===== config.mk =====
export PLATFORM = sky130hd
export DESIGN_NAME = mips_multicycle
export DESIGN_NICKNAME = d
export VERILOG_FILES = /design/src/rtl/mips_mc_pkg.sv /design/src/rtl/mips_regfile.sv /design/src/rtl/mips_multicycle.sv
export SDC_FILE = /design/constraint.sdc
export NUM_CORES = 1
export LEC_CHECK = 0
export ABC_CLOCK_PERIOD_IN_PS = 4500
export CAP_MARGIN = 20
export CORE_MARGIN = 2
export CORE_UTILIZATION = 30
export DETAILED_ROUTE_END_ITERATION = 7
export DONT_BUFFER_PORTS = 1
export MAX_ROUTING_LAYER = met4
export PLACE_DENSITY = 0.47
export SYNTH_ARGS = -nofsm -noshare
export SYNTH_HDL_FRONTEND = slang
export SYNTH_SLANG_ARGS = --single-unit

===== constraint.sdc =====
create_clock -name clk -period 4.5 [get_ports clk]
set_input_delay 0.225 -clock clk [delete_from_list [all_inputs] [get_ports clk]]
set_output_delay 0.225 -clock clk [all_outputs]
set_load 0.02 [all_outputs]

===== src/rtl/mips_mc_pkg.sv =====
// Shared encodings for the multi-cycle 16-bit mips core: opcodes, FSM states and
// instruction field positions.
package mips_mc_pkg;

  localparam int unsigned INST_W  = 16;
  localparam int unsigned OP_W    = 3;
  localparam int unsigned REG_AW  = 3;
  localparam int unsigned IMM_W   = 4;

  localparam int unsigned OP_LSB  = 13;
  localparam int unsigned RD_LSB  = 10;
  localparam int unsigned RS_LSB  = 7;
  localparam int unsigned RT_LSB  = 4;
  localparam int unsigned IMM_LSB = 0;

  typedef enum logic [OP_W-1:0] {
    OP_LW   = 3'b000,
    OP_SW   = 3'b001,
    OP_ADD  = 3'b010,
    OP_SUB  = 3'b011,
    OP_BEQ  = 3'b100,
    OP_ADDI = 3'b101,
    OP_NOP  = 3'b110,
    OP_HALT = 3'b111
  } opcode_e;

  typedef enum logic [2:0] {
    FETCH  = 3'd0,
    EXEC   = 3'd1,
    MEM    = 3'd2,
    WB     = 3'd3,
    HALTED = 3'd4
  } state_e;

endpackage


===== src/rtl/mips_regfile.sv =====
// Register file: NREGS x DATA_W, two asynchronous read ports, one synchronous write
// port; R0 always reads zero and ignores writes.
module mips_regfile
  import mips_mc_pkg::*;
#(
  parameter int unsigned DATA_W = 8,
  parameter int unsigned NREGS  = 8
) (
  input  logic              i_clk,
  input  logic              i_reset,
  input  logic              i_we,
  input  logic [REG_AW-1:0] i_waddr,
  input  logic [DATA_W-1:0] i_wdata,
  input  logic [REG_AW-1:0] i_raddr_a,
  input  logic [REG_AW-1:0] i_raddr_b,
  output logic [DATA_W-1:0] o_rdata_a,
  output logic [DATA_W-1:0] o_rdata_b
);

  logic [DATA_W-1:0] r_regs [NREGS];

  always_ff @(posedge i_clk) begin
    if (i_reset) begin
      for (int unsigned i = 0; i < NREGS; i++) begin
        r_regs[i] <= '0;
      end
    end else if (i_we && (i_waddr != '0)) begin
      r_regs[i_waddr] <= i_wdata;
    end
  end

  assign o_rdata_a = (i_raddr_a == '0) ? '0 : r_regs[i_raddr_a];
  assign o_rdata_b = (i_raddr_b == '0) ? '0 : r_regs[i_raddr_b];

endmodule


===== src/rtl/mips_multicycle.sv =====
// Multi-cycle 16-bit mips core: FETCH/EXEC/MEM/WB sequencer with req/valid handshakes
// to instruction ROM and data RAM, so either memory may insert wait states.
module mips_multicycle
  import mips_mc_pkg::*;
#(
  parameter int unsigned DATA_W   = 8,
  parameter int unsigned IADDR_W  = 5,
  parameter int unsigned DADDR_W  = 4,
  parameter int unsigned NREGS    = 8,
  parameter int unsigned RESET_PC = 0
) (
  input  logic               clk,
  input  logic               reset,
  output logic               imem_req,
  output logic [IADDR_W-1:0] imem_addr,
  input  logic [INST_W-1:0]  imem_rdata,
  input  logic               imem_rvalid,
  output logic               dmem_req,
  output logic               dmem_we,
  output logic [DADDR_W-1:0] dmem_addr,
  output logic [DATA_W-1:0]  dmem_wdata,
  input  logic [DATA_W-1:0]  dmem_rdata,
  input  logic               dmem_ack,
  output logic [IADDR_W-1:0] pc,
  output logic               retire,
  output logic               halt
);

  state_e              r_state;
  logic [IADDR_W-1:0]  r_pc;
  logic [INST_W-1:0]   r_ir;
  logic [DATA_W-1:0]   r_res;
  logic [DADDR_W-1:0]  r_addr;
  logic [DATA_W-1:0]   r_wdata;

  opcode_e             w_op;
  logic [REG_AW-1:0]   w_rd;
  logic [REG_AW-1:0]   w_rs;
  logic [REG_AW-1:0]   w_rt;
  logic [IMM_W-1:0]    w_imm;
  logic [DATA_W-1:0]   w_rs_val;
  logic [DATA_W-1:0]   w_rt_val;
  logic [DATA_W-1:0]   w_alu;
  logic [IADDR_W-1:0]  w_pc_inc;
  logic [IADDR_W-1:0]  w_br_tgt;
  logic                w_rf_we;
  logic                w_retire;

  assign w_op  = opcode_e'(r_ir[OP_LSB +: OP_W]);
  assign w_rd  = r_ir[RD_LSB +: REG_AW];
  assign w_rs  = r_ir[RS_LSB +: REG_AW];
  assign w_rt  = r_ir[RT_LSB +: REG_AW];
  assign w_imm = r_ir[IMM_LSB +: IMM_W];

  assign w_rf_we = (r_state == WB);

  mips_regfile #(
    .DATA_W (DATA_W),
    .NREGS  (NREGS)
  ) u_regfile (
    .i_clk     (clk),
    .i_reset   (reset),
    .i_we      (w_rf_we),
    .i_waddr   (w_rd),
    .i_wdata   (r_res),
    .i_raddr_a (w_rs),
    .i_raddr_b (w_rt),
    .o_rdata_a (w_rs_val),
    .o_rdata_b (w_rt_val)
  );

  // ADDI and the LW/SW address both use rs + zero-extended imm
  always_comb begin
    w_alu = w_rs_val + DATA_W'(w_imm);
    case (w_op)
      OP_ADD:  w_alu = w_rs_val + w_rt_val;
      OP_SUB:  w_alu = w_rs_val - w_rt_val;
      default: w_alu = w_rs_val + DATA_W'(w_imm);
    endcase
  end

  assign w_pc_inc = r_pc + IADDR_W'(1);
  assign w_br_tgt = w_pc_inc + IADDR_W'($signed(w_imm));

  always_ff @(posedge clk) begin
    if (reset) begin
      r_state <= FETCH;
      r_pc    <= IADDR_W'(RESET_PC);
      r_ir    <= '0;
      r_res   <= '0;
      r_addr  <= '0;
      r_wdata <= '0;
    end else begin
      case (r_state)
        FETCH: begin
          if (imem_rvalid) begin
            r_ir    <= imem_rdata;
            r_state <= EXEC;
          end
        end
        EXEC: begin
          r_res   <= w_alu;
          r_addr  <= DADDR_W'(w_alu);
          r_wdata <= w_rt_val;
          case (w_op)
            OP_LW, OP_SW:             r_state <= MEM;
            OP_ADD, OP_SUB, OP_ADDI:  r_state <= WB;
            OP_BEQ: begin
              r_pc    <= (w_rs_val == w_rt_val) ? w_br_tgt : w_pc_inc;
              r_state <= FETCH;
            end
            OP_NOP: begin
              r_pc    <= w_pc_inc;
              r_state <= FETCH;
            end
            default:                  r_state <= HALTED;
          endcase
        end
        MEM: begin
          if (dmem_ack) begin
            if (w_op == OP_SW) begin
              r_pc    <= w_pc_inc;
              r_state <= FETCH;
            end else begin
              r_res   <= dmem_rdata;
              r_state <= WB;
            end
          end
        end
        WB: begin
          r_pc    <= w_pc_inc;
          r_state <= FETCH;
        end
        HALTED:  r_state <= HALTED;
        default: r_state <= FETCH;
      endcase
    end
  end

  // Retire marks the completing cycle of each instruction
  always_comb begin
    w_retire = 1'b0;
    case (r_state)
      EXEC:    w_retire = (w_op == OP_BEQ) || (w_op == OP_NOP) || (w_op == OP_HALT);
      MEM:     w_retire = dmem_ack && (w_op == OP_SW);
      WB:      w_retire = 1'b1;
      default: w_retire = 1'b0;
    endcase
  end

  assign imem_req   = (r_state == FETCH);
  assign imem_addr  = r_pc;
  assign dmem_req   = (r_state == MEM);
  assign dmem_we    = (r_state == MEM) && (w_op == OP_SW);
  assign dmem_addr  = r_addr;
  assign dmem_wdata = r_wdata;
  assign pc         = r_pc;
  assign retire     = w_retire;
  assign halt       = (r_state == HALTED);

endmodule


Word-level counts from Yosys, hierarchy flattened
Memory sizes are Yosys's and may differ from the RTL's. A register that Yosys moved wholly into a read port is not among the register bits. Index checks and enable logic that the tools add are counted.

Logic and storage cells: 78. Flip-flop bits (word level): 44. Output and inout port bits: 27. Bits in writable memories: 64. Bits of input ports: 28. Memories: 1.

Memories: u_regfile.r_regs (words 8, width 8, rd ports 2, clocked after Yosys merged registers in 2, wr ports 8, line mips_regfile.sv:20) `logic [DATA_W-1:0] r_regs [NREGS];`.

Equality and inequality tests: 17. Reductions and logical operators: 20. Multiplexer cells: 29. Add/subtract/negate cells: 5.

Operator list (count): 8-bit 2-to-1 mux (5); 8-bit case mux with 2 select lines (2); 3-bit 2-to-1 mux (7); 3-bit equality test, second input constant (5); 5-bit 2-to-1 mux (3); 5-bit case mux with 3 select lines (1); 3-bit by 2-bit equality test with 1-bit output, second input constant (4); 3-bit zero test (4); 3-bit case mux with 4 select lines (1); 5-bit case mux with 2 select lines (1); 3-bit case mux with 3 select lines (1); 8-bit by 4-bit adder with 8-bit output (1); 8-bit adder (1); 8-bit equality test (1); 8-bit OR reduction (1); 8-bit subtractor (1); 3-bit by 1-bit equality test with 1-bit output, second input constant (2); 1-bit 2-to-1 mux (6); 2-bit by 1-bit != test with 1-bit output, second input constant (3); 3-bit nonzero test (2); 5-bit by 1-bit adder with 5-bit output, second input constant (1); 5-bit adder (1); 2-bit AND reduction (2); 4-bit AND reduction (1); other kinds (10) (14).

Logic depth before layout (Yosys ltp)
Gate-level depths: netlist (run 1).

Depth after elaboration: 7. Mapped depth: 15. Mapped depth without buffers: 13.

Cells and area by module
From an unflattened synthesis (run 1), not the netlist that was laid out.

Cell total of the unflattened synthesis: 623. Area total of the unflattened synthesis: 6231.0 um2.

By module, submodules not included: mips_regfile (instances 1, seq. area each 1681.6 um2, area an instance 3288.2 um2, cells each 244); mips_multicycle (instances 1, seq. area each 880.8 um2, area an instance 2942.8 um2, cells each 379).

Least setup slack after synthesis (run 1)
No wires, ideal clock.

Kind: reg2reg. From: reg (tool-made name). To: reg r_pc[4], in the netlist imem_addr[4]. Buffers on the path: 1. Arrival: 2.965 ns. Library setup time: 0.128 ns. Slack: 1.407 ns. Cell stages (with the launch flop): 13. Cell sequence: dfxtp_1 -> buf_2 -> mux4_2 -> mux2i_1 -> nor2_1 -> ha_1 -> nand2_1 -> a2111oi_0 -> nand3_1 -> o31a_1 -> o21ai_1 -> xor2_1 -> nor2_1.

RTL lines: end signal, assigned (line mips_multicycle.sv:88) `r_pc <= IADDR_W'(RESET_PC);`; end signal, assigned (line mips_multicycle.sv:109) `r_pc <= (w_rs_val == w_rt_val) ? w_br_tgt : w_pc_inc;`; end signal, assigned (line mips_multicycle.sv:113) `r_pc <= w_pc_inc;`; end, declared (line mips_multicycle.sv:30) `logic [IADDR_W-1:0] r_pc;`.

==> results of run 1 <==
==> flip-flops by register name, indices dropped and copies added (netlist names), named ones only <==
| name | cells |
|---|---|
| r_ir | 16 |
| r_res | 8 |
| r_state | 3 |
| dmem_addr | 4 |
| dmem_wdata | 8 |
| imem_addr | 5 |
| u_regfile.r_regs | 64 |
==> cell type report <==
type	count	area, µm²	share of cell area [%]
Multi-Input combinational cell	467	3420	45.3
Sequential cell	114	2920	38.8
Clock buffer	22	464	6.16
Tap cell	280	350	4.65
Timing Repair Buffer	23	233	3.09
Clock inverter	10	111	1.48
Inverter	10	37.5	0.498
==> per-layer routing <==
layer | share of wire (%) | wire (µm)
met5 | 0 | 0
met4 | 2.9 | 532
met3 | 3.9 | 723
met2 | 46 | 8530
met1 | 47 | 8610
==> power groups by stage <==
stage | Clock, µW | Sequential (µW) | Combinational, µW
after global placement | 0 | 1280 | 572
after floorplan | 0 | 1230 | 488
after CTS | 1330 | 1260 | 604
after detailed placement | 0 | 1280 | 577
final | 1310 | 1260 | 605
after global routing | 1380 | 1270 | 663
==> cell usage in the layout (no fill, tap or decap), types with 3 or more instances in the layout <==
| cell | instances |
|---|---|
| clkbuf_1 | 3 |
| a21oi_1 | 48 |
| dlygate4sd3_1 | 16 |
| a311oi_1 | 3 |
| mux4_2 | 27 |
| nand2b_1 | 9 |
| nor2_1 | 59 |
| a22oi_1 | 3 |
| a211oi_1 | 7 |
| nor2_2 | 3 |
| a21o_1 | 3 |
| and2_1 | 56 |
| clkinv_2 | 3 |
| nor2b_1 | 5 |
| o31a_1 | 3 |
| o211ai_1 | 4 |
| dfxtp_1 | 50 |
| o21ai_1 | 3 |
| nand2_1 | 70 |
| conb_1 | 8 |
| o21ai_0 | 14 |
| nor3_1 | 15 |
| nand3_1 | 6 |
| buf_4 | 6 |
| xnor2_1 | 8 |
| ha_1 | 15 |
| mux2i_1 | 19 |
| or3_1 | 3 |
| edfxtp_1 | 64 |
| and3_1 | 3 |
| inv_1 | 10 |
| clkbuf_16 | 17 |
| or2_2 | 12 |
| xor2_1 | 10 |
==> worst min-delay path by stage <==
stage,from,to,slack (ps),cells past startpoint
floorplan,dmem_ack,r_state[1]$_SDFFE_PP0P_,320,1
global placement,reset,r_res[7]$_SDFFE_PP0P_,300,1
detailed placement,reset,r_res[7]$_SDFFE_PP0P_,300,1
CTS,imem_rdata[7],r_ir[7]$_SDFFE_PP0P_,20,2
global route,imem_rdata[7],r_ir[7]$_SDFFE_PP0P_,60,2
finish,imem_rdata[7],r_ir[7]$_SDFFE_PP0P_,40,2
==> cell usage after synthesis, types with 2 or more instances <==
cell type / instances / area share (%)
nand3_1: 6 / 0.46
nor3b_1: 2 / 0.23
o211ai_1: 4 / 0.46
dfxtp_1: 50 / 15
a2111oi_2: 2 / 0.46
o21ai_0: 14 / 1.1
buf_2: 3 / 0.23
nand2b_1: 9 / 0.85
nand3b_1: 2 / 0.23
o31a_1: 3 / 0.40
a211oi_1: 7 / 0.80
buf_6: 5 / 0.85
xor2_1: 10 / 1.3
a21o_1: 3 / 0.34
nand2_1: 70 / 4.0
a311oi_1: 3 / 0.40
nor2_1: 59 / 3.4
clkbuf_1: 18 / 1.0
mux2_2: 2 / 0.34
nand2_2: 2 / 0.19
a2111oi_0: 2 / 0.27
a21oi_2: 2 / 0.27
and2_1: 56 / 5.3
nor3_1: 15 / 1.1
a21oi_1: 48 / 3.6
or2_2: 12 / 1.1
o2111ai_1: 2 / 0.27
xnor2_1: 8 / 1.1
nor2b_1: 5 / 0.48
buf_4: 6 / 0.68
mux2i_1: 19 / 2.9
a22oi_1: 3 / 0.34
ha_1: 15 / 2.9
or3_1: 3 / 0.29
o21ai_1: 3 / 0.23
inv_1: 10 / 0.57
o31ai_2: 2 / 0.38
mux4_1: 2 / 0.80
nor2_2: 3 / 0.29
mux4_2: 27 / 9.2
edfxtp_1: 64 / 29
nor4_1: 2 / 0.19
and3_1: 3 / 0.29
==> worst max-delay path, stage by stage, from the launching register on <==
cell and delay [ps]:
dfxtp_1 740, buf_4 330, mux4_2 510, nand2b_1 80, nand2_1 60, nand2_1 90
ha_1 180, nand2_1 70, a2111oi_0 470, nand3_1 320, o31a_1 360, o21ai_1 160
xor2_1 150, nor2_1 50
==> what timing repair did <==
item / CTS / global route
resized for setup: 0 / 0
hold buffers: 17 / 0
setup endpoints to repair: 0 / 0
hold endpoints to repair: 57 / 0
==> through the flow <==
stage	setup WS (ps)	cell area [µm²]	hold WS, ps	std cells	util (%)
finish	802	7540	38.6	926	34.7
global route	360	7540	62.1	926	34.7
floorplan	1410	6610	315	627	-
CTS	799	7540	22.3	926	34.7
global placement	936	6770	298	877	31.2
detailed placement	832	6770	299	877	31.2
==> logic make-up (layout without fill, tap and decap cells) <==
kind of cell / after synthesis / in the layout / synth area share [%]
adders and majority gates: 16 / 16 / 3.15
other: 1 / 8 / 0.0569
AOI/OAI and AO/OA: 112 / 112 / 11.6
DFF: 114 / 114 / 44.4
buffers and inverters: 46 / 65 / 4.12
xor gates and xnor gates: 20 / 20 / 3.06
muxes: 51 / 51 / 13.5
and+or+nand+nor: 260 / 260 / 20.2
==> flow_metrics.py, run 1 <==
metrics = {
    "timing": {
        "rsz0062_at_grt": "false",
        "fin_skew_ps": 10.1,
        "setup-tns-final_ps": 0,
        "setup_violations": 0,
        "slew_violations": 0,
        "fmax_ghz": 0.270,
        "tightest_slew_ps": 870,
        "maxSlewHeadroom_pct": 42.0,
        "min_period_ps": 3700,
        "period_share_pct": 82.2,
        "timing.final.hold_violations": 0,
    },
    "floorplan": {
        "chipWidth_um": 152,
        "start_util_pct": 30.4,
        "core_area_mm2": 0.0217,
        "num_rows": 54,
        "die_area_mm2": 0.0232,
        "die_h_um": 152,
        "ios": 55,
    },
    "clock_tree": {
        "clk_latency_ps": 420,
        "numCtsBuffers": 17,
        "cts.clk_slew.worst_paths_ps": 60,
        "clockRootBuffer": "clkbuf_16",
        "htree_levels": 4,
        "cts.sinks": 114,
        "clockBufferDepth": 2,
        "cts_tree": "done",
        "cts_setup_buffers": 0,
    },
    "critical_path": {
        "worst_ep_required_time_ps": 4790,
        "crit_fanout": 9,
        "r2r-end": "imem_addr[4]$_SDFFE_PP0P_",
        "crit_path_end": "imem_addr[4]$_SDFFE_PP0P_",
        "start_kind": "register",
        "worstSetupEndpointType": "register",
        "reg2reg_depth": 13,
        "regToRegSetupSlack_ps": 800,
        "cp.arrival_ps": 3990,
        "path_class": "register to register",
    },
    "grt": {
        "grt_pass1_vias": 4968,
        "grt_use_met1_pct": 22.2,
        "grt-busiest-layer": "met2",
        "grt_max_degree": 52,
        "gr-usage-met3_pct": 3.41,
        "grt-ovfl-total": 0,
        "antenna_found_initial": 0,
        "grt_pass1_wl_mm": 29.1,
        "gr-usage-met2_pct": 26.1,
        "grt_usage_pct": 16.9,
    },
    "routing": {
        "first_pass_iters": 5,
        "postRouteAntennaNets": 0,
        "route.detailed.drc": 0,
        "vias": 4823,
        "routed_wl_mm": 18.4,
        "wl_per_cell_um": 19.9,
        "via_per_inst": 5.21,
        "drtIter0Drc": 286,
    },
    "layout": {
        "area_growth_pct": 14.4,
        "nNetsFinal": 677,
        "drive_gt1_share_pct": 15.6,
        "diodes": 0,
        "n_fill_cell": 2171,
    },
    "place": {
        "port_buffers": 0,
        "gp_congestion": 0.846,
        "dp_hpwl_mm": 13.3,
    },
    "synth": {
        "ys_ff_latch": 114,
        "synth_area_mm2": 0.00659,
        "synthArstFlopShare_pct": 0,
        "ys_types": 77,
        "postSynthCellCount": 620,
        "synth_flop_cell": "edfxtp_1",
        "synth_warnings": 0,
        "avgSynthCellArea_um2": 10.6,
        "ys_seq_area_share_pct": 44.4,
        "synth_edf_count": 64,
    },
    "pwr": {
        "power.total_uw": 3180,
        "pwr-share-clk_pct": 41.3,
        "power_density_mw_per_mm2": 422,
        "p_seq_share_pct": 39.7,
        "internal_power_uw": 2250,
        "leakage_uw": 0.00266,
        "irDropWorstVdd_v": 0.000259,
        "switching_power_uw": 933,
        "sw_frac_of_total_pct": 29.4,
        "power_frac_comb_pct": 19.0,
    },
    "status": {
        "outcome": "completed",
    },
    "hold_path": {
        "hp-class": "primary input to register",
    },
    "job": {
        "maxCapViolations": 0,
    },
}
Note: power is estimated with default switching activity, not from simulation.
==> run 2, diff against run 1 <==
--- a/config.mk
+++ b/config.mk
@@ -5,7 +5,7 @@
 export SDC_FILE = /design/constraint.sdc
 export NUM_CORES = 1
 export LEC_CHECK = 0
-export ABC_CLOCK_PERIOD_IN_PS = 4500
+export ABC_CLOCK_PERIOD_IN_PS = 3850
 export CAP_MARGIN = 20
 export CORE_MARGIN = 2
 export CORE_UTILIZATION = 30
==> constraint.sdc (replaced) <==
create_clock -name clk -period 3.85 [get_ports clk]
set_input_delay 0.1925 -clock clk [delete_from_list [all_inputs] [get_ports clk]]
set_output_delay 0.1925 -clock clk [all_outputs]
set_load 0.02 [all_outputs]
==> run 2 against run 1 <==
Die area did not move; sequential power rose by 17%; hold slack improved by 22 ps; maximum frequency rose by 8.9%; combinational power rose by 20%; design area rose by 0.81%; worst setup slack got worse by 350 ps; via count fell by 0.85%; count of clock-buffer cells in the layout rose by 5; first-iteration DRC count rose by 34%; global-route usage barely moved; critical path type unchanged; largest power group is now sequential cells.
==> flow_metrics.py, run 2 (same netlist as run 1, synthesis figures left out) <==
metrics = {
    "status": {
        "outcome": "completed",
    },
    "pwr": {
        "power.total_uw": 3650,
        "power_density_mw_per_mm2": 481,
        "leakage_uw": 0.00272,
        "irDropWorstVdd_v": 0.000320,
    },
    "timing": {
        "setup-tns-final_ps": 0,
        "min_period_ps": 3400,
        "fmax_ghz": 0.294,
        "slew_violations": 0,
        "maxSlewHeadroom_pct": 37.8,
        "timing.final.hold_violations": 0,
        "rsz0062_at_grt": "false",
        "setup_violations": 0,
        "fin_skew_ps": 8.60,
        "hold_slack_ps": 60.3,
        "tightest_slew_ps": 933,
        "period_share_pct": 88.2,
    },
    "routing": {
        "drtIter0Drc": 384,
        "route.detailed.drc": 0,
        "first_pass_iters": 6,
        "wl_per_cell_um": 20.0,
        "top_layer_used": "met4",
        "via_per_inst": 5.10,
        "wl_met1_mm": 8.64,
        "dr_wl_met2_mm": 8.91,
        "postRouteAntennaNets": 0,
        "routed_wl_mm": 18.7,
        "vias": 4782,
        "wl_met3_um": 754,
    },
    "hold_path": {
        "hp-class": "primary input to register",
    },
    "clock_tree": {
        "htree_levels": 4,
        "cts_tree": "done",
        "numCtsBuffers": 17,
        "clk_latency_ps": 420,
        "cts_setup_buffers": 0,
        "cts.sinks": 114,
        "cts.clk_slew.worst_paths_ps": 50,
        "clockBufferDepth": 2,
        "clockRootBuffer": "clkbuf_16",
    },
    "grt": {
        "grt-ovfl-total": 0,
        "grt_pass1_vias": 4738,
        "antenna_found_initial": 0,
        "grt_max_degree": 52,
        "grt_pass1_wl_mm": 28.7,
        "grt_usage_pct": 17.0,
    },
    "place": {
        "dp_hpwl_mm": 13.8,
        "port_buffers": 0,
        "placed_cell_area_mm2": 0.00686,
        "gp_congestion": 0.864,
    },
    "layout": {
        "drive_gt1_share_pct": 16.9,
        "area_growth_pct": 15.4,
        "nNetsFinal": 688,
        "top_register": "u_regfile.r_regs",
        "n_fill_cell": 2149,
        "reg.largest.list": "u_regfile.r_regs: 64 flops, r_ir: 16 flops",
        "largest_reg_flops": 64,
        "multi_input_area_mm2": 0.00342,
        "final_cell_mix": "nand2_1 (70), edfxtp_1 (64), nor2_1 (59), and2_1 (56), dfxtp_1 (49)",
        "final_area_mm2": 0.00760,
        "regArea_mm2": 0.00292,
        "final_common_cell": "nand2_1",
    },
    "floorplan": {
        "start_util_pct": 30.4,
        "chipWidth_um": 152,
        "die_h_um": 152,
        "num_rows": 54,
        "core_area_mm2": 0.0217,
        "die_area_mm2": 0.0232,
        "ios": 55,
    },
    "critical_path": {
        "crit_path_end": "r_res[6]$_SDFFE_PP0P_",
        "r2r-end": "r_res[6]$_SDFFE_PP0P_",
        "regToRegSetupSlack_ps": 450,
        "worstSetupEndpointType": "register",
        "cp.arrival_ps": 3720,
        "worst_ep_required_time_ps": 4170,
        "crit_fanout": 10,
        "path_class": "register to register",
        "reg2reg_depth": 12,
        "start_kind": "register",
    },
    "job": {
        "maxCapViolations": 0,
    },
}
[run 2: power by group]
group	total, µW	leakage (µW)	internal, µW	switching, µW
Sequential	1470	0.00107	1360	109
Clock	1460	0.000275	927	535
Combinational	724	0.00138	296	427
Total	3650	0.00272	2580	1070
[run 2: area by class of cell]
type / count / share of cell area (%)
multi-input combinational: 467 / 45.0
sequential: 114 / 38.5
clock buffer: 27 / 6.92
tap: 280 / 4.61
timing repair buffer: 34 / 4.15
inverter: 10 / 0.494
clock inverter: 5 / 0.329
antenna: 1 / 0.0329
[run 2: how the worst min path moves through the flow]
stage                       start                       to  cells after the start
global placement            reset    r_ir[10]$_SDFFE_PP0P_                      1
detailed placement          reset    r_ir[12]$_SDFFE_PP0P_                      1
global route        imem_rdata[7]     r_ir[7]$_SDFFE_PP0P_                      2
floorplan                dmem_ack  r_state[1]$_SDFFE_PP0P_                      1
finish              imem_rdata[7]     r_ir[7]$_SDFFE_PP0P_                      2
CTS                 imem_rdata[7]     r_ir[7]$_SDFFE_PP0P_                      2
[run 2: metrics by stage]
stage               utilization [%]  cells  worst slack, ps
floorplan                         -    627              757
global placement               31.6    888              508
detailed placement             31.6    888              325
CTS                            35.0    937              291
global route                   35.0    937             25.3
finish                         35.0    938              454
[run 2: worst max-delay path: stages (launching register included)]
cell      delay [ps]
dfxtp_1          590
buf_4            300
mux2i_1          100
a22oi_1          320
nand4_1          200
a21oi_1          280
a21oi_1           80
ha_1             220
a311oi_1         430
o211ai_1         190
o211ai_1         170
xor2_1           150
a221oi_2         260
[run 2: per-layer routing]
metal  track usage [%]  vias to the layer above
met5                 -                        -
met4              6.14                        0
met3              3.21                       29
met2              26.6                      125
met1              22.1                     2333
li1                  -                     2295
[run 2: timing repair]
action,in CTS,in global routing
hold buffers,17,0
hold endpoints to repair,58,0
gates resized for setup,0,1
setup endpoints to repair,0,1
